[config.mk]
export PLATFORM = sky130hd
export DESIGN_NAME = jump_ctrl_flat
export DESIGN_NICKNAME = d
export VERILOG_FILES = /design/src/rtl/jump_ctrl_pkg.sv /design/src/rtl/jump_ctrl_if.sv /design/src/rtl/jump_ctrl_btn_debounce.sv /design/src/rtl/jump_ctrl.sv /design/src/flat_wrapper.sv
export SDC_FILE = /design/constraint.sdc
export NUM_CORES = 1
export LEC_CHECK = 0
export ABC_AREA = 1
export BUFFER_PORTS_ARGS = -buffer_cell sky130_fd_sc_hd__buf_2
export CAP_MARGIN = 20
export CORE_MARGIN = 4
export CORE_UTILIZATION = 47
export DETAILED_ROUTE_END_ITERATION = 8
export PLACE_DENSITY = 0.78
export RECOVER_POWER = 25
export SLEW_MARGIN = 5
export SYNTH_ARGS = -nofsm -noshare
export SYNTH_HDL_FRONTEND = slang
export SYNTH_SLANG_ARGS = --single-unit
[constraint.sdc]
create_clock -name clk -period 3.2 [get_ports clk]
set_input_delay 0 -clock clk [delete_from_list [all_inputs] [get_ports clk]]
set_output_delay 0 -clock clk [all_outputs]
set_load 0.01 [all_outputs]
[src/rtl/jump_ctrl_pkg.sv]
// Shared types and screen constants for the jump controller and its button conditioning.
// State encoding is fixed so the renderer and debug tooling can decode it directly.
package jump_ctrl_pkg;

    localparam int unsigned GroundLine = 400;
    localparam int unsigned SpriteH    = 43;
    localparam int unsigned CoordW     = 10;
    localparam int unsigned RestY      = GroundLine - SpriteH;

    typedef enum logic [1:0] {
        StGround = 2'd0,
        StRise   = 2'd1,
        StFall   = 2'd2,
        StHover  = 2'd3
    } jump_state_e;

    // Counter width able to hold 0..n-1, never narrower than one bit.
    function automatic int unsigned cnt_width(input int unsigned n);
        return (n > 2) ? $clog2(n) : 1;
    endfunction

endpackage

[src/rtl/jump_ctrl_if.sv]
// Control/position bundle between the game sequencer (master) and the jump controller (slave).
interface jump_ctrl_if
    import jump_ctrl_pkg::*;
#(
    parameter int unsigned Y_W = CoordW
) ();

    logic           step;
    logic           stop;
    logic           jump_btn;
    logic [Y_W-1:0] point_y;
    logic           airborne;
    logic           jump_start;

    modport master (
        output step,
        output stop,
        output jump_btn,
        input  point_y,
        input  airborne,
        input  jump_start
    );

    modport slave (
        input  step,
        input  stop,
        input  jump_btn,
        output point_y,
        output airborne,
        output jump_start
    );

endinterface

[src/rtl/jump_ctrl_btn_debounce.sv]
// Push-button conditioning: 2-flop synchroniser, stability counter, debounced level and a
// one-cycle pulse on the cycle the debounced level first reads 1. Also suits the stop switch.
module btn_debounce
    import jump_ctrl_pkg::*;
#(
    parameter int unsigned CYCLES = 250000
) (
    input  logic clk,
    input  logic rst,
    input  logic raw,
    output logic level,
    output logic rise
);

    localparam int unsigned CntW = cnt_width(CYCLES);

    logic [1:0]      sync_q;
    logic [CntW-1:0] cnt_q, cnt_d;
    logic            level_q, level_d;
    logic            rise_q;

    always_ff @(posedge clk or posedge rst) begin
        if (rst) begin
            sync_q  <= '0;
            cnt_q   <= '0;
            level_q <= 1'b0;
            rise_q  <= 1'b0;
        end else begin
            sync_q  <= {sync_q[0], raw};
            cnt_q   <= cnt_d;
            level_q <= level_d;
            rise_q  <= level_d & ~level_q;
        end
    end

    // Any cycle where the synchronised input agrees with the accepted level restarts the count.
    always_comb begin
        cnt_d   = '0;
        level_d = level_q;
        if (sync_q[1] != level_q) begin
            if (cnt_q == CntW'(CYCLES - 1)) begin
                level_d = sync_q[1];
            end else begin
                cnt_d = cnt_q + 1'b1;
            end
        end
    end

    assign level = level_q;
    assign rise  = rise_q;

endmodule

[src/rtl/jump_ctrl.sv]
// Character jump controller: debounced jump request plus a step-driven rise/fall trajectory.
// Define JUMP_CTRL_HOVER_EN to add a HOVER state that holds the apex while the button is held.
module jump_ctrl
    import jump_ctrl_pkg::*;
#(
    parameter int unsigned GROUND_Y        = RestY,
    parameter int unsigned TOP_Y           = 40,
    parameter int unsigned JUMP_V0         = 12,
    parameter int unsigned GRAVITY         = 1,
    parameter int unsigned MAX_FALL_V      = 16,
    parameter int unsigned DEBOUNCE_CYCLES = 250000,
`ifdef JUMP_CTRL_HOVER_EN
    parameter int unsigned HOVER_STEPS     = 6,
`endif
    parameter int unsigned Y_W             = CoordW
) (
    input logic        clk,
    input logic        rst,
    jump_ctrl_if.slave bus
);

    localparam int unsigned AW = Y_W + 1;

    jump_state_e    state_q, state_d, apex_state;
    logic [Y_W-1:0] point_y_q, point_y_d;
    logic [Y_W-1:0] vel_q, vel_d;
    logic           pending_q, pending_d;
    logic           airborne_q;
    logic           launch;
    logic           adv;
    logic           btn_level, btn_rise;

    logic [AW-1:0]  y_ext, rise_y, fall_v_sum, fall_y;
    logic [Y_W-1:0] fall_v;
    logic           below_top, landed;

`ifdef JUMP_CTRL_HOVER_EN
    localparam int unsigned HcW = cnt_width(HOVER_STEPS);
    logic [HcW-1:0] hover_q, hover_d;
`endif

    btn_debounce #(
        .CYCLES (DEBOUNCE_CYCLES)
    ) u_btn (
        .clk   (clk),
        .rst   (rst),
        .raw   (bus.jump_btn),
        .level (btn_level),
        .rise  (btn_rise)
    );

    assign adv = bus.step & ~bus.stop;

    // One extra bit so a rise past row 0 or a fall past the bottom shows up before clamping.
    assign y_ext      = {1'b0, point_y_q};
    assign rise_y     = y_ext - {1'b0, vel_q};
    assign below_top  = rise_y[Y_W] || (rise_y < AW'(TOP_Y));
    assign fall_v_sum = {1'b0, vel_q} + AW'(GRAVITY);
    assign fall_v     = (fall_v_sum > AW'(MAX_FALL_V)) ? Y_W'(MAX_FALL_V) : fall_v_sum[Y_W-1:0];
    assign fall_y     = y_ext + {1'b0, fall_v};
    assign landed     = (fall_y >= AW'(GROUND_Y));

`ifdef JUMP_CTRL_HOVER_EN
    assign apex_state = btn_level ? StHover : StFall;
`else
    logic unused_btn_level;
    assign unused_btn_level = btn_level;
    assign apex_state       = StFall;
`endif

    always_ff @(posedge clk or posedge rst) begin
        if (rst) begin
            state_q    <= StGround;
            point_y_q  <= Y_W'(GROUND_Y);
            vel_q      <= '0;
            pending_q  <= 1'b0;
            airborne_q <= 1'b0;
`ifdef JUMP_CTRL_HOVER_EN
            hover_q    <= '0;
`endif
        end else begin
            state_q    <= state_d;
            point_y_q  <= point_y_d;
            vel_q      <= vel_d;
            pending_q  <= pending_d;
            airborne_q <= (state_d != StGround);
`ifdef JUMP_CTRL_HOVER_EN
            hover_q    <= hover_d;
`endif
        end
    end

    always_comb begin
        state_d   = state_q;
        point_y_d = point_y_q;
        vel_d     = vel_q;
        launch    = 1'b0;
`ifdef JUMP_CTRL_HOVER_EN
        hover_d   = '0;
`endif
        if (adv) begin
            unique case (state_q)
                StGround: begin
                    if (pending_q) begin
                        launch  = 1'b1;
                        vel_d   = Y_W'(JUMP_V0);
                        state_d = StRise;
                    end
                end
                StRise: begin
                    if (below_top) begin
                        point_y_d = Y_W'(TOP_Y);
                        vel_d     = '0;
                        state_d   = apex_state;
                    end else begin
                        point_y_d = rise_y[Y_W-1:0];
                        if (vel_q <= Y_W'(GRAVITY)) begin
                            vel_d   = '0;
                            state_d = apex_state;
                        end else begin
                            vel_d = vel_q - Y_W'(GRAVITY);
                        end
                    end
                end
                StFall: begin
                    if (landed) begin
                        point_y_d = Y_W'(GROUND_Y);
                        vel_d     = '0;
                        state_d   = StGround;
                    end else begin
                        point_y_d = fall_y[Y_W-1:0];
                        vel_d     = fall_v;
                    end
                end
`ifdef JUMP_CTRL_HOVER_EN
                StHover: begin
                    if (!btn_level || hover_q == HcW'(HOVER_STEPS - 1)) begin
                        vel_d   = '0;
                        state_d = StFall;
                    end else begin
                        hover_d = hover_q + 1'b1;
                    end
                end
`endif
                default: begin
                    state_d = StGround;
                end
            endcase
        end
    end

    // A fresh press wins over the launch clear so a re-press on the launch cycle is kept.
    always_comb begin
        pending_d = pending_q;
        if (bus.stop) begin
            pending_d = 1'b0;
        end else begin
            if (launch) begin
                pending_d = 1'b0;
            end
            if (btn_rise) begin
                pending_d = 1'b1;
            end
        end
    end

    always_comb begin
        bus.point_y    = point_y_q;
        bus.airborne   = airborne_q;
        bus.jump_start = launch;
    end

endmodule

[src/flat_wrapper.sv]
// flat-port wrapper written by rule: the top's interface ports become plain ports
module jump_ctrl_flat import jump_ctrl_pkg::*;
#(
    parameter int unsigned GROUND_Y        = RestY,
    parameter int unsigned TOP_Y           = 40,
    parameter int unsigned JUMP_V0         = 12,
    parameter int unsigned GRAVITY         = 1,
    parameter int unsigned MAX_FALL_V      = 16,
    parameter int unsigned DEBOUNCE_CYCLES = 250000,

    parameter int unsigned Y_W             = CoordW
)
  (clk, rst, bus_step, bus_stop, bus_jump_btn, bus_point_y, bus_airborne, bus_jump_start);
  jump_ctrl_if #(.Y_W(Y_W)) bus_i ();
  input logic clk;
  input logic rst;
  input wire logic [$bits(bus_i.step)-1:0] bus_step;
  input wire logic [$bits(bus_i.stop)-1:0] bus_stop;
  input wire logic [$bits(bus_i.jump_btn)-1:0] bus_jump_btn;
  output wire logic [$bits(bus_i.point_y)-1:0] bus_point_y;
  output wire logic [$bits(bus_i.airborne)-1:0] bus_airborne;
  output wire logic [$bits(bus_i.jump_start)-1:0] bus_jump_start;
  assign bus_i.step = bus_step;
  assign bus_i.stop = bus_stop;
  assign bus_i.jump_btn = bus_jump_btn;
  assign bus_point_y = bus_i.point_y;
  assign bus_airborne = bus_i.airborne;
  assign bus_jump_start = bus_i.jump_start;
  jump_ctrl #(.GROUND_Y(GROUND_Y), .TOP_Y(TOP_Y), .JUMP_V0(JUMP_V0), .GRAVITY(GRAVITY), .MAX_FALL_V(MAX_FALL_V), .DEBOUNCE_CYCLES(DEBOUNCE_CYCLES), .Y_W(Y_W)) u_core (.clk(clk), .rst(rst), .bus(bus_i));
endmodule
==> impl_metrics.py <==
metrics = {
    "routing": {
        "drtPass1Iterations": 7,
        "postRouteAntennaNets": 0,
        "vias": 3978,
        "drc": 0,
        "avgRoutedWirePerCell_um": 14.8,
        "drt-initial-drc-count": 292,
        "avgViaCountPerCell": 5.54,
        "wl_um": 10600,
    },
    "floorplan": {
        "fp.dieW_um": 99.1,
        "dieArea_um2": 9820,
        "rows": 32,
        "die_h_um": 99.1,
        "core_area_um2": 7890,
        "ioPinCount": 17,
        "start_util_pct": 49.5,
    },
    "power": {
        "p_leak_uw": 0.00234,
        "powerDensity_nw_per_um2": 997,
        "vdd_drop_max_uv": 352,
    },
    "setup_path": {
        "cp-end-kind": "register",
        "critPathLaunchType": "register",
        "cpMaxStageDelayCell": "dfrtp_1",
        "worstPathRequired_ns": 3.43,
        "critPathArrivalTime_ns": 3.67,
        "crit_top_cell": "nand2_1",
        "worstPathMaxFanout": 7,
        "max_stage_delay_ns": 0.45,
        "crit_type": "reg -> reg",
    },
    "timing": {
        "finalHoldViolCount": 0,
        "finClkSkew_ns": 0.00618,
        "tns_ns": -2.73,
        "whs_ns": 0.129,
        "fmax_mhz": 291,
        "tightestPinTransition_ns": 0.988,
        "post-route-period-util_pct": 107,
        "maxSlewHeadroom_pct": 34.0,
        "setup_viol": 17,
        "period_minus_slack_ns": 3.43,
        "slew_viol_final": 0,
        "setup_slack_ns": -0.232,
        "rsz0062_at_grt": "true",
    },
    "yosys": {
        "ys.flop_type": "dfrtp_1",
        "synth_area_leader_cell": "dfrtp_1",
        "synthTopCellsByCount": "141 x nand2_1, 77 x inv_1, 63 x nor2_1, 52 x nand3_1, 41 x dfrtp_1",
        "synth_top_area_share_pct": 26.3,
        "ys_ff_latch": 46,
        "synth_async_sr_flop_share_pct": 100,
        "syn_area_per_cell_um2": 6.98,
        "synth_area_um2": 3900,
        "yosysSeqAreaShare_pct": 29.7,
        "yosysWarnings": 0,
        "synth.most_common_cell": "nand2_1",
        "synthCells": 559,
        "yosys.cell_types.count": 43,
        "ys_top_cells_by_area": "dfrtp_1 26%, nand2_1 14%, ha_1 9.3%",
        "synth_edf_count": 0,
    },
    "worst_hold_path": {
        "min_path_type": "in -> reg",
    },
    "clock_network": {
        "clk_path_buf_depth": 2,
        "cts_buffers": 5,
        "root_buffer": "clkbuf_8",
        "clkSlewWorstSetupHoldPaths_ns": 0.10,
        "clock_latency_ns": 0.31,
        "htreeDepth": 2,
        "cts_tree": "done",
        "clock-sinks": 46,
    },
    "finish": {
        "final_util_pct": 59.5,
        "antenna_cells": 0,
        "fin_nets": 651,
        "drive_above_1_share_pct": 20.6,
        "syn2layout_area_growth_pct": 20.2,
        "finalNonFillerCells": 718,
    },
    "placed_design": {
        "portBuffers": 16,
        "hpwl_um": 7610,
        "dpl.cell_count": 694,
        "gp_congestion": 0.906,
    },
    "global_route": {
        "grt_use_total_pct": 20.4,
        "grt_pass1_vias": 3695,
        "grt_antenna_before_repair": 0,
        "grt-ovfl-total": 0,
        "grt_pass1_wl_um": 16600,
        "grt_max_degree": 47,
    },
    "status": {
        "violations": "setup timing",
        "status": "finished, violations left",
    },
    "run": {
        "drv_cap": 0,
    },
}
## repair_timing
item / CTS / global route
endpoints found under the hold margin: 43 / 0
hold buffers: 3 / 0
pin swaps: 6 / 25
resized for setup: 18 / 42
endpoints found under the setup margin: 17 / 17
setup buffers: 3 / 10
## placed cells by master (no fill, tap or decap), types with 3 or more instances in the layout
cell / instances
nor2_1: 54
nand4_1: 13
nand3_2: 9
nor2_2: 9
dlygate4sd3_1: 3
a21oi_2: 3
o21ai_1: 5
ha_1: 24
buf_6: 4
a21oi_1: 16
inv_1: 75
o21a_1: 4
buf_2: 11
dfstp_2: 5
nand3_1: 45
a31oi_1: 3
nor3_1: 14
xor2_1: 15
inv_2: 6
dfrtp_2: 3
o21ai_0: 18
conb_1: 5
nand3b_1: 5
dfrtp_1: 38
clkbuf_1: 5
nand2_1: 130
buf_4: 27
ha_4: 4
nand2_4: 5
nor2_4: 3
nand2_2: 13
nor2_8: 3
clkbuf_8: 5
## cells by family after synthesis
group           count (synthesis)  share of synthesized area, %
simple gates                  312                          37.1
buf+inv                        87                          8.56
compound gates                 63                          10.0
flops                          46                          29.7
fa+ha+maj                      31                          10.3
xor+xnor                       19                          4.26
other cells                     1                        0.0961
## critical path, delay by kind of cell, from the launching register on
kind / cells / cell delay [ns]
AND/OR/NAND/NOR: 19 / 1.75
flip-flops: 1 / 0.45
adder cells (fa/ha/maj): 2 / 0.40
buffers and inverters: 3 / 0.30
XOR/XNOR: 1 / 0.26
AO/OA/AOI/OAI: 1 / 0.17
## final cells by class
cell class                 count  area (µm²)
clock inverter                 3        23.8
timing repair buffer          50         352
tap                          102         128
inverter                      82         308
sequential                    46        1160
multi-input combinational    430        2650
fill                         706        3200
clock buffer                   5        68.8
## metrics by stage
step / power [µW] / cell area (µm²) / setup slack, ns
3_5_place_dp: 3750 / 4230 / -0.115
6_report: 4680 / 4690 / -0.232
2_1_floorplan: 3030 / 3920 / 0.155
4_1_cts: 4260 / 4460 / 0.00272
5_1_grt: 5090 / 4690 / -0.370
3_3_place_gp: 3680 / 4230 / -0.0908
## per-layer routing
layer  vias up  routed length, µm  GRT usage [%]
met2       147               5240           35.5
met5         -                  0              0
met3        36                565           3.16
li1       1923                  -              -
met4         0                387           6.72
met1      1872               4450           25.7
## registers in the layout (all words and copies together) (netlist names)
register	cells
u_core.u_btn.cnt_q	18
u_core.bus.point_y	10
u_core.vel_q	10
u_core.state_q	2
u_core.u_btn.sync_q	2
u_core.bus.airborne	1
u_core.pending_q	1
u_core.u_btn.level	1
u_core.u_btn.rise	1
## path summary, 6_finish.rpt
check                                                   end  slack [ns]                             start  depth (start not counted)
setup / recovery                u_core.vel_q[2]$_DFFE_PP0P_       -0.23       u_core.vel_q[1]$_DFFE_PP0P_                         26
hold / removal                  u_core.state_q[1]$_DFF_PP0_        0.13                          bus_step                          6
setup reg to reg                u_core.vel_q[2]$_DFFE_PP0P_       -0.23       u_core.vel_q[1]$_DFFE_PP0P_                         26
hold reg to reg            u_core.u_btn.sync_q[1]$_DFF_PP0_        0.36  u_core.u_btn.sync_q[0]$_DFF_PP0_                          0
max in group asynchronous       u_core.vel_q[3]$_DFFE_PP0P_        2.04                               rst                          3
min in group asynchronous   u_core.u_btn.cnt_q[3]$_DFF_PP0_        0.48                               rst                          3
## power by group
group	leakage [µW]	internal, µW	total, µW	switching (µW)
sequential	0.000596	726	921	195
clock	0.0000408	157	382	225
combinational	0.00171	1280	3380	2090
Note: power is estimated with default switching activity, not from simulation.
